$ cat config.mk
export PLATFORM = sky130hd
export DESIGN_NAME = atm_session_arbiter_flat
export DESIGN_NICKNAME = d
export VERILOG_FILES = /design/src/rtl/atm_pkg.sv /design/src/rtl/atm_session_arbiter_if.sv /design/src/rtl/atm_rr_pick.sv /design/src/rtl/atm_session_arbiter.sv /design/src/flat_wrapper.sv
export SDC_FILE = /design/constraint.sdc
export NUM_CORES = 1
export LEC_CHECK = 0
export CELL_PAD_IN_SITES_DETAIL_PLACEMENT = 2
export CELL_PAD_IN_SITES_GLOBAL_PLACEMENT = 2
export CORE_ASPECT_RATIO = 1.25
export CORE_MARGIN = 2
export CORE_UTILIZATION = 21
export DETAILED_ROUTE_END_ITERATION = 8
export GPL_TIMING_DRIVEN = 0
export PLACE_DENSITY = 0.94
export SYNTH_ARGS = -nofsm -noshare
export SYNTH_HDL_FRONTEND = slang
export SYNTH_SLANG_ARGS = --single-unit
$ cat constraint.sdc
create_clock -name clk -period 6 [get_ports clk]
set_clock_uncertainty 0.15 [all_clocks]
set_input_delay 0.9 -clock clk [delete_from_list [all_inputs] [get_ports clk]]
set_output_delay 0.9 -clock clk [all_outputs]
set_load 0.005 [all_outputs]
$ cat src/rtl/atm_pkg.sv
// Shared op codes, response status codes and FSM state encoding for the ATM session arbiter.
package atm_pkg;

  localparam logic [2:0] BALANCE    = 3'd0;
  localparam logic [2:0] WITHDRAW   = 3'd1;
  localparam logic [2:0] DEPOSIT    = 3'd2;
  localparam logic [2:0] CHANGE_PIN = 3'd3;
  localparam logic [2:0] LOGOUT     = 3'd4;

  typedef enum logic [1:0] {
    OK      = 2'b00,
    TIMEOUT = 2'b01,
    BAD_OP  = 2'b10
  } status_e;

  typedef enum logic [1:0] {
    IDLE  = 2'd0,
    ISSUE = 2'd1,
    WAIT  = 2'd2,
    RESP  = 2'd3
  } state_e;

  function automatic logic op_valid(input logic [2:0] op);
    return op <= LOGOUT;
  endfunction

endpackage

$ cat src/rtl/atm_session_arbiter_if.sv
// Terminal-side request/response bundle plus the core-side operand/completion signals.
interface atm_session_arbiter_if #(
  parameter int N_TERM = 4
);
  logic [N_TERM-1:0]    req;
  logic [3*N_TERM-1:0]  req_operation;
  logic [4*N_TERM-1:0]  req_acc_num;
  logic [16*N_TERM-1:0] req_pin;
  logic [16*N_TERM-1:0] req_newpin;
  logic [16*N_TERM-1:0] req_amount;
  logic [N_TERM-1:0]    req_language;
  logic [N_TERM-1:0]    grant;
  logic                 core_start;
  logic [2:0]           core_operation;
  logic [3:0]           core_acc_num;
  logic [15:0]          core_pin;
  logic [15:0]          core_newpin;
  logic [15:0]          core_amount;
  logic                 core_language;
  logic                 core_done;
  logic [15:0]          core_balance;
  logic [N_TERM-1:0]    rsp_valid;
  logic [15:0]          rsp_balance;
  logic [1:0]           rsp_status;

  // Environment side: terminals and the ATM core.
  modport master (
    output req, req_operation, req_acc_num, req_pin, req_newpin, req_amount, req_language,
    output core_done, core_balance,
    input  grant, core_start, core_operation, core_acc_num, core_pin, core_newpin,
    input  core_amount, core_language, rsp_valid, rsp_balance, rsp_status
  );

  // Arbiter side.
  modport slave (
    input  req, req_operation, req_acc_num, req_pin, req_newpin, req_amount, req_language,
    input  core_done, core_balance,
    output grant, core_start, core_operation, core_acc_num, core_pin, core_newpin,
    output core_amount, core_language, rsp_valid, rsp_balance, rsp_status
  );
endinterface

$ cat src/rtl/atm_rr_pick.sv
// Combinational round-robin picker: first requester at or after ptr, wrapping at N_TERM-1.
module atm_rr_pick #(
  parameter  int N_TERM = 4,
  localparam int IW     = $clog2(N_TERM)
) (
  input  logic [N_TERM-1:0] req,
  input  logic [IW-1:0]     ptr,
  output logic [IW-1:0]     winner,
  output logic              any_req
);

  always_comb begin
    logic [IW-1:0] idx;
    idx     = '0;
    winner  = '0;
    any_req = 1'b0;
    for (int k = 0; k < N_TERM; k++) begin
      idx = IW'((int'(ptr) + k) % N_TERM);
      if (!any_req && req[idx]) begin
        any_req = 1'b1;
        winner  = idx;
      end
    end
  end

endmodule

$ cat src/rtl/atm_session_arbiter.sv
// Round-robin owner of the single ATM core: latch winner's operands, strobe start, await done/timeout, respond.
// Grant and core_start one cycle after req is sampled in IDLE; rsp_valid one cycle after core_done.
module atm_session_arbiter #(
  parameter int N_TERM         = 4,
  parameter int TIMEOUT_CYCLES = 1024
) (
  input logic                 clk,
  input logic                 rst,
  atm_session_arbiter_if.slave bus
);
  import atm_pkg::*;

  localparam int IW = $clog2(N_TERM);
  localparam int TW = $clog2(TIMEOUT_CYCLES);

  state_e            state_q, state_d;
  logic [N_TERM-1:0] grant_q, grant_d;
  logic [IW-1:0]     win_q, win_d;
  logic [IW-1:0]     ptr_q, ptr_d;
  logic [TW-1:0]     timer_q, timer_d;
  logic              core_start_q, core_start_d;
  logic [2:0]        op_q, op_d;
  logic [3:0]        acc_q, acc_d;
  logic [15:0]       pin_q, pin_d;
  logic [15:0]       newpin_q, newpin_d;
  logic [15:0]       amount_q, amount_d;
  logic              lang_q, lang_d;
  logic [N_TERM-1:0] rsp_valid_q, rsp_valid_d;
  logic [15:0]       rsp_balance_q, rsp_balance_d;
  status_e           rsp_status_q, rsp_status_d;

  logic [IW-1:0]     pick_win;
  logic              pick_any;

  atm_rr_pick #(.N_TERM(N_TERM)) u_pick (
    .req     (bus.req),
    .ptr     (ptr_q),
    .winner  (pick_win),
    .any_req (pick_any)
  );

  always_comb begin
    state_d       = state_q;
    grant_d       = grant_q;
    win_d         = win_q;
    ptr_d         = ptr_q;
    timer_d       = timer_q;
    core_start_d  = 1'b0;
    op_d          = op_q;
    acc_d         = acc_q;
    pin_d         = pin_q;
    newpin_d      = newpin_q;
    amount_d      = amount_q;
    lang_d        = lang_q;
    rsp_valid_d   = '0;
    rsp_balance_d = rsp_balance_q;
    rsp_status_d  = rsp_status_q;

    case (state_q)
      IDLE: begin
        if (pick_any) begin
          win_d   = pick_win;
          grant_d = '0;
          for (int i = 0; i < N_TERM; i++) begin
            if (pick_win == IW'(i)) begin
              grant_d[i] = 1'b1;
              op_d       = bus.req_operation[3*i +: 3];
              acc_d      = bus.req_acc_num[4*i +: 4];
              pin_d      = bus.req_pin[16*i +: 16];
              newpin_d   = bus.req_newpin[16*i +: 16];
              amount_d   = bus.req_amount[16*i +: 16];
              lang_d     = bus.req_language[i];
            end
          end
          // Invalid op codes never reach the core; answer straight away.
          if (op_valid(op_d)) begin
            state_d      = ISSUE;
            core_start_d = 1'b1;
          end else begin
            state_d       = RESP;
            rsp_valid_d   = grant_d;
            rsp_status_d  = BAD_OP;
            rsp_balance_d = '0;
          end
        end
      end
      ISSUE: begin
        timer_d = '0;
        state_d = WAIT;
      end
      WAIT: begin
        if (bus.core_done) begin
          state_d       = RESP;
          rsp_valid_d   = grant_q;
          rsp_status_d  = OK;
          rsp_balance_d = bus.core_balance;
        end else if (timer_q == TW'(TIMEOUT_CYCLES - 1)) begin
          state_d       = RESP;
          rsp_valid_d   = grant_q;
          rsp_status_d  = TIMEOUT;
          rsp_balance_d = '0;
        end else begin
          timer_d = timer_q + 1'b1;
        end
      end
      RESP: begin
        grant_d = '0;
        ptr_d   = (win_q == IW'(N_TERM - 1)) ? '0 : win_q + 1'b1;
        state_d = IDLE;
      end
      default: state_d = IDLE;
    endcase
  end

  always_ff @(posedge clk) begin
    if (rst) begin
      state_q       <= IDLE;
      grant_q       <= '0;
      win_q         <= '0;
      ptr_q         <= '0;
      timer_q       <= '0;
      core_start_q  <= 1'b0;
      op_q          <= '0;
      acc_q         <= '0;
      pin_q         <= '0;
      newpin_q      <= '0;
      amount_q      <= '0;
      lang_q        <= 1'b0;
      rsp_valid_q   <= '0;
      rsp_balance_q <= '0;
      rsp_status_q  <= OK;
    end else begin
      state_q       <= state_d;
      grant_q       <= grant_d;
      win_q         <= win_d;
      ptr_q         <= ptr_d;
      timer_q       <= timer_d;
      core_start_q  <= core_start_d;
      op_q          <= op_d;
      acc_q         <= acc_d;
      pin_q         <= pin_d;
      newpin_q      <= newpin_d;
      amount_q      <= amount_d;
      lang_q        <= lang_d;
      rsp_valid_q   <= rsp_valid_d;
      rsp_balance_q <= rsp_balance_d;
      rsp_status_q  <= rsp_status_d;
    end
  end

  assign bus.grant          = grant_q;
  assign bus.core_start     = core_start_q;
  assign bus.core_operation = op_q;
  assign bus.core_acc_num   = acc_q;
  assign bus.core_pin       = pin_q;
  assign bus.core_newpin    = newpin_q;
  assign bus.core_amount    = amount_q;
  assign bus.core_language  = lang_q;
  assign bus.rsp_valid      = rsp_valid_q;
  assign bus.rsp_balance    = rsp_balance_q;
  assign bus.rsp_status     = rsp_status_q;

endmodule

$ cat src/flat_wrapper.sv
// flat-port wrapper written by rule: the top's interface ports become plain ports
module atm_session_arbiter_flat import atm_pkg::*;
#(
  parameter int N_TERM         = 4,
  parameter int TIMEOUT_CYCLES = 1024
)
  (clk, rst, bus_req, bus_req_operation, bus_req_acc_num, bus_req_pin, bus_req_newpin, bus_req_amount, bus_req_language, bus_core_done, bus_core_balance, bus_grant, bus_core_start, bus_core_operation, bus_core_acc_num, bus_core_pin, bus_core_newpin, bus_core_amount, bus_core_language, bus_rsp_valid, bus_rsp_balance, bus_rsp_status);
  atm_session_arbiter_if #(.N_TERM(N_TERM)) bus_i ();
  input logic clk;
  input logic rst;
  input wire logic [$bits(bus_i.req)-1:0] bus_req;
  input wire logic [$bits(bus_i.req_operation)-1:0] bus_req_operation;
  input wire logic [$bits(bus_i.req_acc_num)-1:0] bus_req_acc_num;
  input wire logic [$bits(bus_i.req_pin)-1:0] bus_req_pin;
  input wire logic [$bits(bus_i.req_newpin)-1:0] bus_req_newpin;
  input wire logic [$bits(bus_i.req_amount)-1:0] bus_req_amount;
  input wire logic [$bits(bus_i.req_language)-1:0] bus_req_language;
  input wire logic [$bits(bus_i.core_done)-1:0] bus_core_done;
  input wire logic [$bits(bus_i.core_balance)-1:0] bus_core_balance;
  output wire logic [$bits(bus_i.grant)-1:0] bus_grant;
  output wire logic [$bits(bus_i.core_start)-1:0] bus_core_start;
  output wire logic [$bits(bus_i.core_operation)-1:0] bus_core_operation;
  output wire logic [$bits(bus_i.core_acc_num)-1:0] bus_core_acc_num;
  output wire logic [$bits(bus_i.core_pin)-1:0] bus_core_pin;
  output wire logic [$bits(bus_i.core_newpin)-1:0] bus_core_newpin;
  output wire logic [$bits(bus_i.core_amount)-1:0] bus_core_amount;
  output wire logic [$bits(bus_i.core_language)-1:0] bus_core_language;
  output wire logic [$bits(bus_i.rsp_valid)-1:0] bus_rsp_valid;
  output wire logic [$bits(bus_i.rsp_balance)-1:0] bus_rsp_balance;
  output wire logic [$bits(bus_i.rsp_status)-1:0] bus_rsp_status;
  assign bus_i.req = bus_req;
  assign bus_i.req_operation = bus_req_operation;
  assign bus_i.req_acc_num = bus_req_acc_num;
  assign bus_i.req_pin = bus_req_pin;
  assign bus_i.req_newpin = bus_req_newpin;
  assign bus_i.req_amount = bus_req_amount;
  assign bus_i.req_language = bus_req_language;
  assign bus_i.core_done = bus_core_done;
  assign bus_i.core_balance = bus_core_balance;
  assign bus_grant = bus_i.grant;
  assign bus_core_start = bus_i.core_start;
  assign bus_core_operation = bus_i.core_operation;
  assign bus_core_acc_num = bus_i.core_acc_num;
  assign bus_core_pin = bus_i.core_pin;
  assign bus_core_newpin = bus_i.core_newpin;
  assign bus_core_amount = bus_i.core_amount;
  assign bus_core_language = bus_i.core_language;
  assign bus_rsp_valid = bus_i.rsp_valid;
  assign bus_rsp_balance = bus_i.rsp_balance;
  assign bus_rsp_status = bus_i.rsp_status;
  atm_session_arbiter #(.N_TERM(N_TERM), .TIMEOUT_CYCLES(TIMEOUT_CYCLES)) u_core (.clk(clk), .rst(rst), .bus(bus_i));
endmodule
== Word level (Yosys, flattened, before mapping) ==
Index checks and enable logic that the tools add are counted.
W data, S select, Z words.
Word-level totals
  output and inout bits: 83
  flip-flop bits (word level): 99
Cells by class
  muxes and demuxes: 73
  add/sub/neg operators: 5
  bitwise operators: 2
  reduce and logical (&&, ||, !) cells: 19
  eq/ne operators: 13
  magnitude comparators: 5
Operators by type and width (number)
  $mux W16: 16
  $mux W4: 9
  $pmux W16 S2: 1
  $mux W2: 13
  $mux W10: 2
  $pmux W10 S2: 1
  $mux W3: 6
  $mux W1: 17
  $pmux W4 S2: 2
  $lt A2 B3 Y1 const B: 4
  $add A10 B1 Y10 const B: 1
  $eq A10 B10 Y1 const B: 1
  $eq A2 B2 Y1 const B: 5
  $bmux W1 S2: 4
  $pmux W2 S4: 1
  $ne A2 B2 Y1 const B: 3
  $reduce_and A2 Y1: 3
  $reduce_and A3 Y1: 2
  $reduce_bool A2 Y1: 3
  $add A2 B1 Y2 const B: 2
  $add A2 B2 Y2 const B: 2
  $eq A2 B1 Y1 const B: 2
  $logic_not A2 Y1: 2
  $pmux W2 S2: 1
  9 further kinds: 14

== Depth between registers and ports, before layout ==
Gate-level depths: netlist of the first run.
  depth in word-level cells: 23
  depth in mapped cells: 11
  gate-level depth less buffers: 8

== Hierarchy ==
From an unflattened synthesis of the first run, not the netlist that was laid out.
Second synthesis, totals
  cells, all modules: 557
  area, all modules: 5237.5 um^2
By module, submodules not included
  atm_session_arbiter: times used 1, cells an instance 542, area an instance 5159.9 um^2, seq. area each 1981.9 um^2
  atm_rr_pick: times used 1, cells an instance 15, area an instance 77.6 um^2, seq. area each 0.0 um^2

== Worst setup path after synthesis of the first run ==
OpenSTA, ideal clock, no wires.
  kind: input-to-reg
  start point: input bus_req[0]
  end point: register u_core.rsp_balance_q[10] (netlist: u_core.bus.rsp_balance[10])
  required time: 5778 ps
  stages on the path: 10
  arrival time: 2696 ps
  library setup time: 72 ps
  setup slack: 3082 ps
  path through: and2_4 -> and2_4 -> or3_1 -> buf_6 -> a31oi_4 -> o32ai_4 -> o31ai_2 -> buf_6 -> buf_12 -> mux2i_1
On the way
  cells in the longest elaborated chain, start to end: 22
  elaborated cells on any way between the ends: 36
  those cells by class: 1 x order compare; 5 x eq/ne; 22 x mux; 8 x reduce/logical
RTL lines
  from (decl): RTL line flat_wrapper.sv:11  | input wire logic [$bits(bus_i.req)-1:0] bus_req;
  $bmux W1 S2: RTL line atm_rr_pick.sv:19  | if (!any_req && req[idx]) begin
  $mux W1 (not written as such): RTL line atm_rr_pick.sv:19
  $mux W1: RTL line atm_rr_pick.sv:19
  $logic_not A1 Y1: RTL line atm_rr_pick.sv:19
  $logic_and A1 B1 Y1: RTL line atm_rr_pick.sv:19
  $mux W1: RTL line atm_rr_pick.sv:19
  $logic_not A1 Y1: RTL line atm_rr_pick.sv:19
  $logic_and A1 B1 Y1: RTL line atm_rr_pick.sv:19
  (+3 left out)
  $mux W2: RTL line atm_rr_pick.sv:19
  $logic_not A2 Y1: RTL line atm_session_arbiter.sv:65  | if (pick_win == IW'(i)) begin
  $mux W3 (4 in a row): RTL line atm_session_arbiter.sv:65
  $mux W3: RTL line atm_session_arbiter.sv:61  | if (pick_any) begin
  $mux W3: RTL line atm_session_arbiter.sv:59  | case (state_q)
  $le A3 B3 Y1: RTL line atm_pkg.sv:24  | return op <= LOGOUT;
  $ne A2 B2 Y1 (no line)
  $reduce_and A4 Y1 (no line) *
  to (signal assigned): RTL line atm_session_arbiter.sv:146  | rsp_balance_q <= rsp_balance_d;
  to (decl): RTL line atm_session_arbiter.sv:29  | logic [15:0] rsp_balance_q, rsp_balance_d;
Every way passes the cells marked *; elsewhere a longest branch is shown, timed or not. The select of a mux whose other input is x is not followed.
A chain may end at the register's enable or synchronous reset.

== Final worst setup path of the first run ==
  start point: input bus_req[1]
  end point: register u_core.newpin_q[1] (netlist: u_core.bus.core_newpin[1])
On the way
  cells in the longest elaborated chain, start to end: 16
  elaborated cells on any way between the ends: 31
  those cells by class: 3 x eq/ne; 19 x mux; 9 x reduce/logical
RTL lines
  $bmux W1 S2: RTL line atm_rr_pick.sv:19
  $mux W1 (not written as such): RTL line atm_rr_pick.sv:19
  $mux W1: RTL line atm_rr_pick.sv:19
  $logic_not A1 Y1: RTL line atm_rr_pick.sv:19
  $logic_and A1 B1 Y1: RTL line atm_rr_pick.sv:19
  $mux W1: RTL line atm_rr_pick.sv:19
  $logic_not A1 Y1: RTL line atm_rr_pick.sv:19
  $logic_and A1 B1 Y1: RTL line atm_rr_pick.sv:19
  $mux W1: RTL line atm_rr_pick.sv:19
  $logic_not A1 Y1: RTL line atm_rr_pick.sv:19
  $logic_and A1 B1 Y1: RTL line atm_rr_pick.sv:19
  $mux W2: RTL line atm_rr_pick.sv:19
  $eq A2 B1 Y1: RTL line atm_session_arbiter.sv:65
  $mux W16 (3 in a row): RTL line atm_session_arbiter.sv:65
  to (signal assigned): RTL line atm_session_arbiter.sv:142  | newpin_q <= newpin_d;
  to (decl): RTL line atm_session_arbiter.sv:25  | logic [15:0] newpin_q, newpin_d;
Several ways; a longest one is shown, not always the timed one. The select of a mux whose other input is x is not followed.

==> results.sh, run 1 <==
export IMPL_status="completed"
export IMPL_synthCells=697
export IMPL_slew_headroom=0.357
export IMPL_setup_tns_ns=0
export IMPL_power_switching_uw=1300
export IMPL_die_y_um=183
export IMPL_io_pins=330
export IMPL_synth_nets=951
export IMPL_p_comb_frac=0.531
export IMPL_hold_viol_final=0
export IMPL_clock_latency_ns=0.36
export IMPL_via_per_inst=4.91
export IMPL_ir_drop_v=0.000121
export IMPL_hpwlAfterDp_um=23200
export IMPL_grt_pass1_vias=7674
export IMPL_cts_max_path_buffers=2
export IMPL_die_area_um2=26900
export IMPL_fill_cells=2889
export IMPL_grt_start_max_net_pins=17
export IMPL_dp_cells=1360
export IMPL_areaGrowthSynthToFinish_pct=73.8
export IMPL_coreArea_um2=25200
export IMPL_cts_inserted_buffers=9
export IMPL_cpMaxStageDelayCell="nor2_1"
export IMPL_rows=65
export IMPL_drive_above_1_share=0.0365
export IMPL_min_period_over_period=0.658
export IMPL_final_cell_mix="clkdlybuf4s50_1 (328), nor2_1 (135), dfxtp_1 (99)"
export IMPL_max_cap_violations=0
export IMPL_ant_nets=0
export IMPL_crit_fanout=10
export IMPL_htree_levels=3
export IMPL_ctsResizeCount=0
export IMPL_cp_slowest_stage_delay_ns=0.76
export IMPL_cp_data_arrival_time_ns=4.07
export IMPL_swShare=0.392
export IMPL_yosysUniqueCellTypes=51
export IMPL_drt_pass1_iterations=4
export IMPL_nets=1290
export IMPL_cts_hold_buf=0
export IMPL_endpoint_kind="flip-flop"
export IMPL_wl_per_cell_um=20.9
export IMPL_ys_ff_latch=99
export IMPL_rsz0062_at_grt="false"
export IMPL_place_congestion=0.809
export IMPL_seq_area_frac_synth=0.368
export IMPL_floorplan_initialDensity=0.213
export IMPL_crit_chain="clkdlybuf4s50_1, nor2_1, o21ai_0, nor2_1, clkbuf_1, clkbuf_1, a21oi_1, o31a_1, nor3_1"
export IMPL_cellLeakagePower_uw=0.00329
export IMPL_clkTransAtPathRegs_ns=0.07
export IMPL_post_cts_buffers=0
export IMPL_drc=0
export IMPL_fin_cells=1376
export IMPL_cts_sinks=99
export IMPL_antenna_found_initial=0
export IMPL_setup_violations=0
export IMPL_fmax_mhz=253
export IMPL_finalPower_uw=3310
export IMPL_min_path_type="flip-flop to flip-flop"
export IMPL_internal_power_uw=2010
export IMPL_drt_iter0_drc=210
export IMPL_path_class="primary input to flip-flop"
export IMPL_synth_cell_area_um2=5380
export IMPL_port_buffers=328
export IMPL_final_max_slew_viol_count=0
export IMPL_cts_tree="done"
export IMPL_finalCriticalPeriod_ns=3.95
export IMPL_routed_wl_um=28700
export IMPL_ys_warn_count=0
export IMPL_p_per_area_nw_per_um2=354
export IMPL_root_buffer="clkbuf_16"
export IMPL_grt_overflow_total=0
export IMPL_diodes=0
export IMPL_worst_pin_slew_ns=0.961
export IMPL_die_w_um=147
export IMPL_crit_required_ns=6.12
export IMPL_layout_commonest_cell="clkdlybuf4s50_1"
export IMPL_post_synth_cell_area_avg_um2=7.72
export IMPL_seqPwrFrac=0.299
export IMPL_cp_start_kind="primary input"
export IMPL_vias=6763
export IMPL_grt_first_pass_wirelength_um=43300
export IMPL_grt_usage=0.208
export IMPL_pwr_share_clk=0.170
-- metal layers --
metal	GRT usage	up-vias	part of all wire
met4	0.0712	0	0.024
met2	0.395	237	0.53
met3	0.0565	38	0.062
li1	-	3188	-
met1	0.220	3300	0.38
met5	0	-	0
-- cell usage after synthesis (all sizes together) --
cell type | number | area [um2]
a211oi | 2 | 15.0
a21o | 2 | 15.0
a21oi | 78 | 405
a22oi | 1 | 7.51
a31oi | 1 | 21.3
a32oi | 1 | 8.76
and2 | 3 | 23.8
and4 | 1 | 8.76
buf | 10 | 82.6
clkbuf | 45 | 169
clkinv | 1 | 3.75
dfxtp | 99 | 1980
ha | 7 | 87.6
inv | 7 | 26.3
mux2i | 19 | 190
nand2 | 40 | 150
nand2b | 22 | 138
nand3 | 8 | 40.0
nand4 | 1 | 6.26
nor2 | 135 | 507
nor2b | 3 | 18.8
nor3 | 56 | 292
nor3b | 1 | 7.51
o211a | 1 | 10.0
o211ai | 3 | 32.5
o21a | 3 | 22.5
o21ai | 15 | 75.1
o21ba | 1 | 10.0
o21bai | 2 | 15.0
o22ai | 54 | 338
o2bb2a | 3 | 30.0
o2bb2ai | 1 | 15.0
o311ai | 1 | 8.76
o31a | 53 | 464
o31ai | 1 | 12.5
o32ai | 2 | 36.3
or2 | 2 | 12.5
or3 | 7 | 43.8
or4 | 1 | 7.51
xnor2 | 4 | 42.6
-- critical path: cells and delay by family --
family	cells	cell delay [ns]
AO/OA/AOI/OAI	3	0.45
AND/OR/NAND/NOR	3	1.17
buffers and inverters	3	1.52
-- power groups by stage --
stage	Sequential [uW]	Clock, uW	Combinational, uW
after floorplan	993	0	835
after detailed placement	1000	0	1770
after CTS	993	581	1790
after global placement	986	0	1700
after global routing	1010	609	1930
final	989	562	1760
-- state kept, by name (all words and copies together) (netlist names) --
name	cells
u_core.bus.grant	4
u_core.bus.core_operation	3
u_core.bus.core_newpin	16
u_core.bus.core_language	1
u_core.bus.rsp_balance	16
u_core.bus.core_acc_num	4
u_core.bus.core_pin	16
u_core.state_q	2
u_core.bus.rsp_valid	4
u_core.win_q	2
u_core.timer_q	10
u_core.bus.rsp_status	2
u_core.bus.core_start	1
u_core.ptr_q	2
u_core.bus.core_amount	16
-- final cells by class --
type,count,area (um2),area share
Timing Repair Buffer,328,3280,0.351
Multi-Input combinational cell,535,3120,0.333
Sequential cell,99,1980,0.212
Tap cell,335,419,0.0448
Buffer,55,251,0.0269
Clock buffer,11,233,0.0249
Clock inverter,5,38.8,0.00415
Inverter,8,30.0,0.00321
-- final timing paths --
path,endpoint,start,cells past startpoint,slack (ns)
worst max-delay path,u_core.bus.core_newpin[1],bus_req[1],9,2.05
worst min-delay path,u_core.bus.core_operation[1],u_core.bus.core_operation[1],2,0.32
worst max register to register,u_core.bus.core_newpin[1],u_core.ptr_q[1],9,2.84
worst min register to register,u_core.bus.core_operation[1],u_core.bus.core_operation[1],2,0.32
-- cell families after synthesis --
kind of cell / synth area share
multiplexers: 0.0353
adder cells (fa/ha/maj): 0.0163
flip-flops: 0.368
XOR/XNOR: 0.00791
AND/OR/NAND/NOR: 0.233
buffers and inverters: 0.0523
AO/OA/AOI/OAI: 0.287
-- per-stage QoR --
step	hold WS, ns	util	setup slack [ns]	area, um2
2_1_floorplan	0.303	-	3.08	5380
3_3_place_gp	0.297	0.360	1.54	9080
3_5_place_dp	0.317	0.360	1.50	9080
4_1_cts	0.326	0.371	1.88	9360
5_1_grt	0.359	0.371	1.70	9360
6_report	0.321	0.371	2.05	9360
(Power assumes the default switching activity.)
==> run 2: changes to the inputs <==
--- a/config.mk
+++ b/config.mk
@@ -9,10 +9,10 @@
 export CELL_PAD_IN_SITES_GLOBAL_PLACEMENT = 2
 export CORE_ASPECT_RATIO = 1.25
 export CORE_MARGIN = 2
-export CORE_UTILIZATION = 21
+export CORE_UTILIZATION = 17
 export DETAILED_ROUTE_END_ITERATION = 8
 export GPL_TIMING_DRIVEN = 0
-export PLACE_DENSITY = 0.94
+export PLACE_DENSITY = 0.82
 export SYNTH_ARGS = -nofsm -noshare
 export SYNTH_HDL_FRONTEND = slang
 export SYNTH_SLANG_ARGS = --single-unit
==> constraint.sdc (replaced) <==
create_clock -name clk -period 3.5 [get_ports clk]
set_clock_uncertainty 0.15 [all_clocks]
set_input_delay 0.525 -clock clk [delete_from_list [all_inputs] [get_ports clk]]
set_output_delay 0.525 -clock clk [all_outputs]
set_load 0.005 [all_outputs]
==> run 2 against run 1 <==
Global-route usage fell by 3.5 points; cell area rose by 1.5%; hold slack improved by 0.0082 ns; count of clock-buffer cells in the layout fell by 1; first-iteration DRC count fell by 13%; total power rose by 74%; flip-flop and latch count did not move; register-to-register slack got worse by 2.4 ns.
==> results.sh, run 2 (same netlist as run 1, synthesis figures left out) <==
export IMPL_status="completed"
export IMPL_root_buffer="clkbuf_16"
export IMPL_min_period_over_period=0.955
export IMPL_nets=1290
export IMPL_cts_max_path_buffers=2
export IMPL_via_per_inst=4.60
export IMPL_die_w_um=163
export IMPL_routed_wl_um=29000
export IMPL_cts_sinks=99
export IMPL_grt_start_max_net_pins=19
export IMPL_drive_above_1_share=0.0442
export IMPL_rsz0062_at_grt="false"
export IMPL_antenna_found_initial=3
export IMPL_cp_data_arrival_time_ns=3.47
export IMPL_min_path_type="flip-flop to flip-flop"
export IMPL_fill_cells=3598
export IMPL_vias=6663
export IMPL_crit_fanout=10
export IMPL_setup_tns_ns=0
export IMPL_cts_hold_buf=0
export IMPL_die_y_um=203
export IMPL_place_congestion=0.837
export IMPL_ant_nets=0
export IMPL_ir_drop_v=0.000224
export IMPL_final_cell_mix="clkdlybuf4s50_1 (328), nor2_1 (134), dfxtp_1 (99)"
export IMPL_rows=72
export IMPL_fmax_mhz=299
export IMPL_hold_ws_ns=0.329
export IMPL_p_per_area_nw_per_um2=606
export IMPL_cellLeakagePower_uw=0.00332
export IMPL_hold_viol_final=0
export IMPL_max_cap_violations=0
export IMPL_grt_pass1_vias=7624
export IMPL_endpoint_kind="flip-flop"
export IMPL_final_util=0.306
export IMPL_clock_latency_ns=0.35
export IMPL_port_buffers=328
export IMPL_clkTransAtPathRegs_ns=0.08
export IMPL_drt_iter0_drc=182
export IMPL_cts_tree="done"
export IMPL_finalCriticalPeriod_ns=3.34
export IMPL_grt_overflow_total=0
export IMPL_htree_levels=3
export IMPL_hpwlAfterDp_um=23000
export IMPL_cts_inserted_buffers=9
export IMPL_drt_pass1_iterations=4
export IMPL_grt_first_pass_wirelength_um=43600
export IMPL_floorplan_initialDensity=0.173
export IMPL_crit_required_ns=3.63
export IMPL_path_class="primary input to flip-flop"
export IMPL_post_cts_buffers=0
export IMPL_slew_headroom=0.379
export IMPL_grt_usage=0.173
export IMPL_layout_commonest_cell="clkdlybuf4s50_1"
export IMPL_setup_violations=0
export IMPL_wl_per_cell_um=20.0
export IMPL_coreArea_um2=31100
export IMPL_cp_start_kind="primary input"
export IMPL_drc=0
export IMPL_worst_pin_slew_ns=0.932
export IMPL_io_pins=330
export IMPL_die_area_um2=33100
export IMPL_diodes=0
export IMPL_final_max_slew_viol_count=0
export IMPL_areaGrowthSynthToFinish_pct=76.4
[run 2: repair_timing]
action,in CTS,in global routing
resized for setup,4,8
endpoints found under the setup margin,46,30
pin swaps,0,0
[run 2: routing by layer]
metal | share of wire | track usage | vias up
met5 | 0.0013 | 0 | -
met4 | 0.024 | 0.0531 | 6
met3 | 0.067 | 0.0511 | 43
met2 | 0.52 | 0.328 | 238
met1 | 0.38 | 0.181 | 3194
li1 | - | - | 3182
[run 2: worst max-delay path, stage by stage]
cell and delay (ns):
clkdlybuf4s50_1 0.50, and2_4 0.22, and2_4 0.16, or3_1 0.36, buf_6 0.15, nand2_1 0.52
buf_2 0.41, o22ai_1 0.14, o31a_1 0.29, nor3_1 0.18
[run 2: cell type report]
class                   instances  area [um2]  area share
plain buffers                  55         258      0.0271
clock buffers                  10         239      0.0252
clock inverters                 6        53.8     0.00567
inverters                       8        30.0     0.00316
multi-input cells             535        3140       0.331
flip-flops and latches         99        1980       0.209
well taps                     407         509      0.0536
repair buffers                328        3280       0.346
[run 2: worst paths after layout]
check / startpoint / end / slack [ns] / cells after the start
worst min-delay path: u_core.bus.rsp_balance[12] / u_core.bus.rsp_balance[12] / 0.33 / 2
worst min register to register: u_core.bus.rsp_balance[12] / u_core.bus.rsp_balance[12] / 0.33 / 2
worst max-delay path: bus_req[0] / u_core.bus.core_amount[14] / 0.16 / 10
worst max register to register: u_core.ptr_q[1] / u_core.bus.core_amount[14] / 0.46 / 10
[run 2: power by group]
group          leakage [uW]  switching, uW  total, uW  internal (uW)
clock              0.000142            518       1040            518
combinational       0.00236           1530       3020           1490
sequential         0.000815            217       1690           1480
total               0.00332           2270       5750           3480
[run 2: stage by stage]
step | cells | area (um2) | worst slack [ns] | power, uW
after global routing | 1448 | 9500 | 0.00548 | 6200
final | 1448 | 9500 | 0.159 | 5750
after global placement | 1432 | 9170 | -0.610 | 4660
after CTS | 1448 | 9490 | 0.0904 | 5860
after floorplan | 697 | 5380 | 0.957 | 3130
after detailed placement | 1432 | 9170 | -0.639 | 4780
==> run 3: changes to the inputs <==
--- a/config.mk
+++ b/config.mk
@@ -10,6 +10,7 @@
 export CORE_ASPECT_RATIO = 1.25
 export CORE_MARGIN = 2
 export CORE_UTILIZATION = 17
+export CTS_CLUSTER_SIZE = 24
 export DETAILED_ROUTE_END_ITERATION = 8
 export GPL_TIMING_DRIVEN = 0
 export PLACE_DENSITY = 0.82
==> results of run 3 <==
Final layout, timing and power as in run 2 (identical DEF).
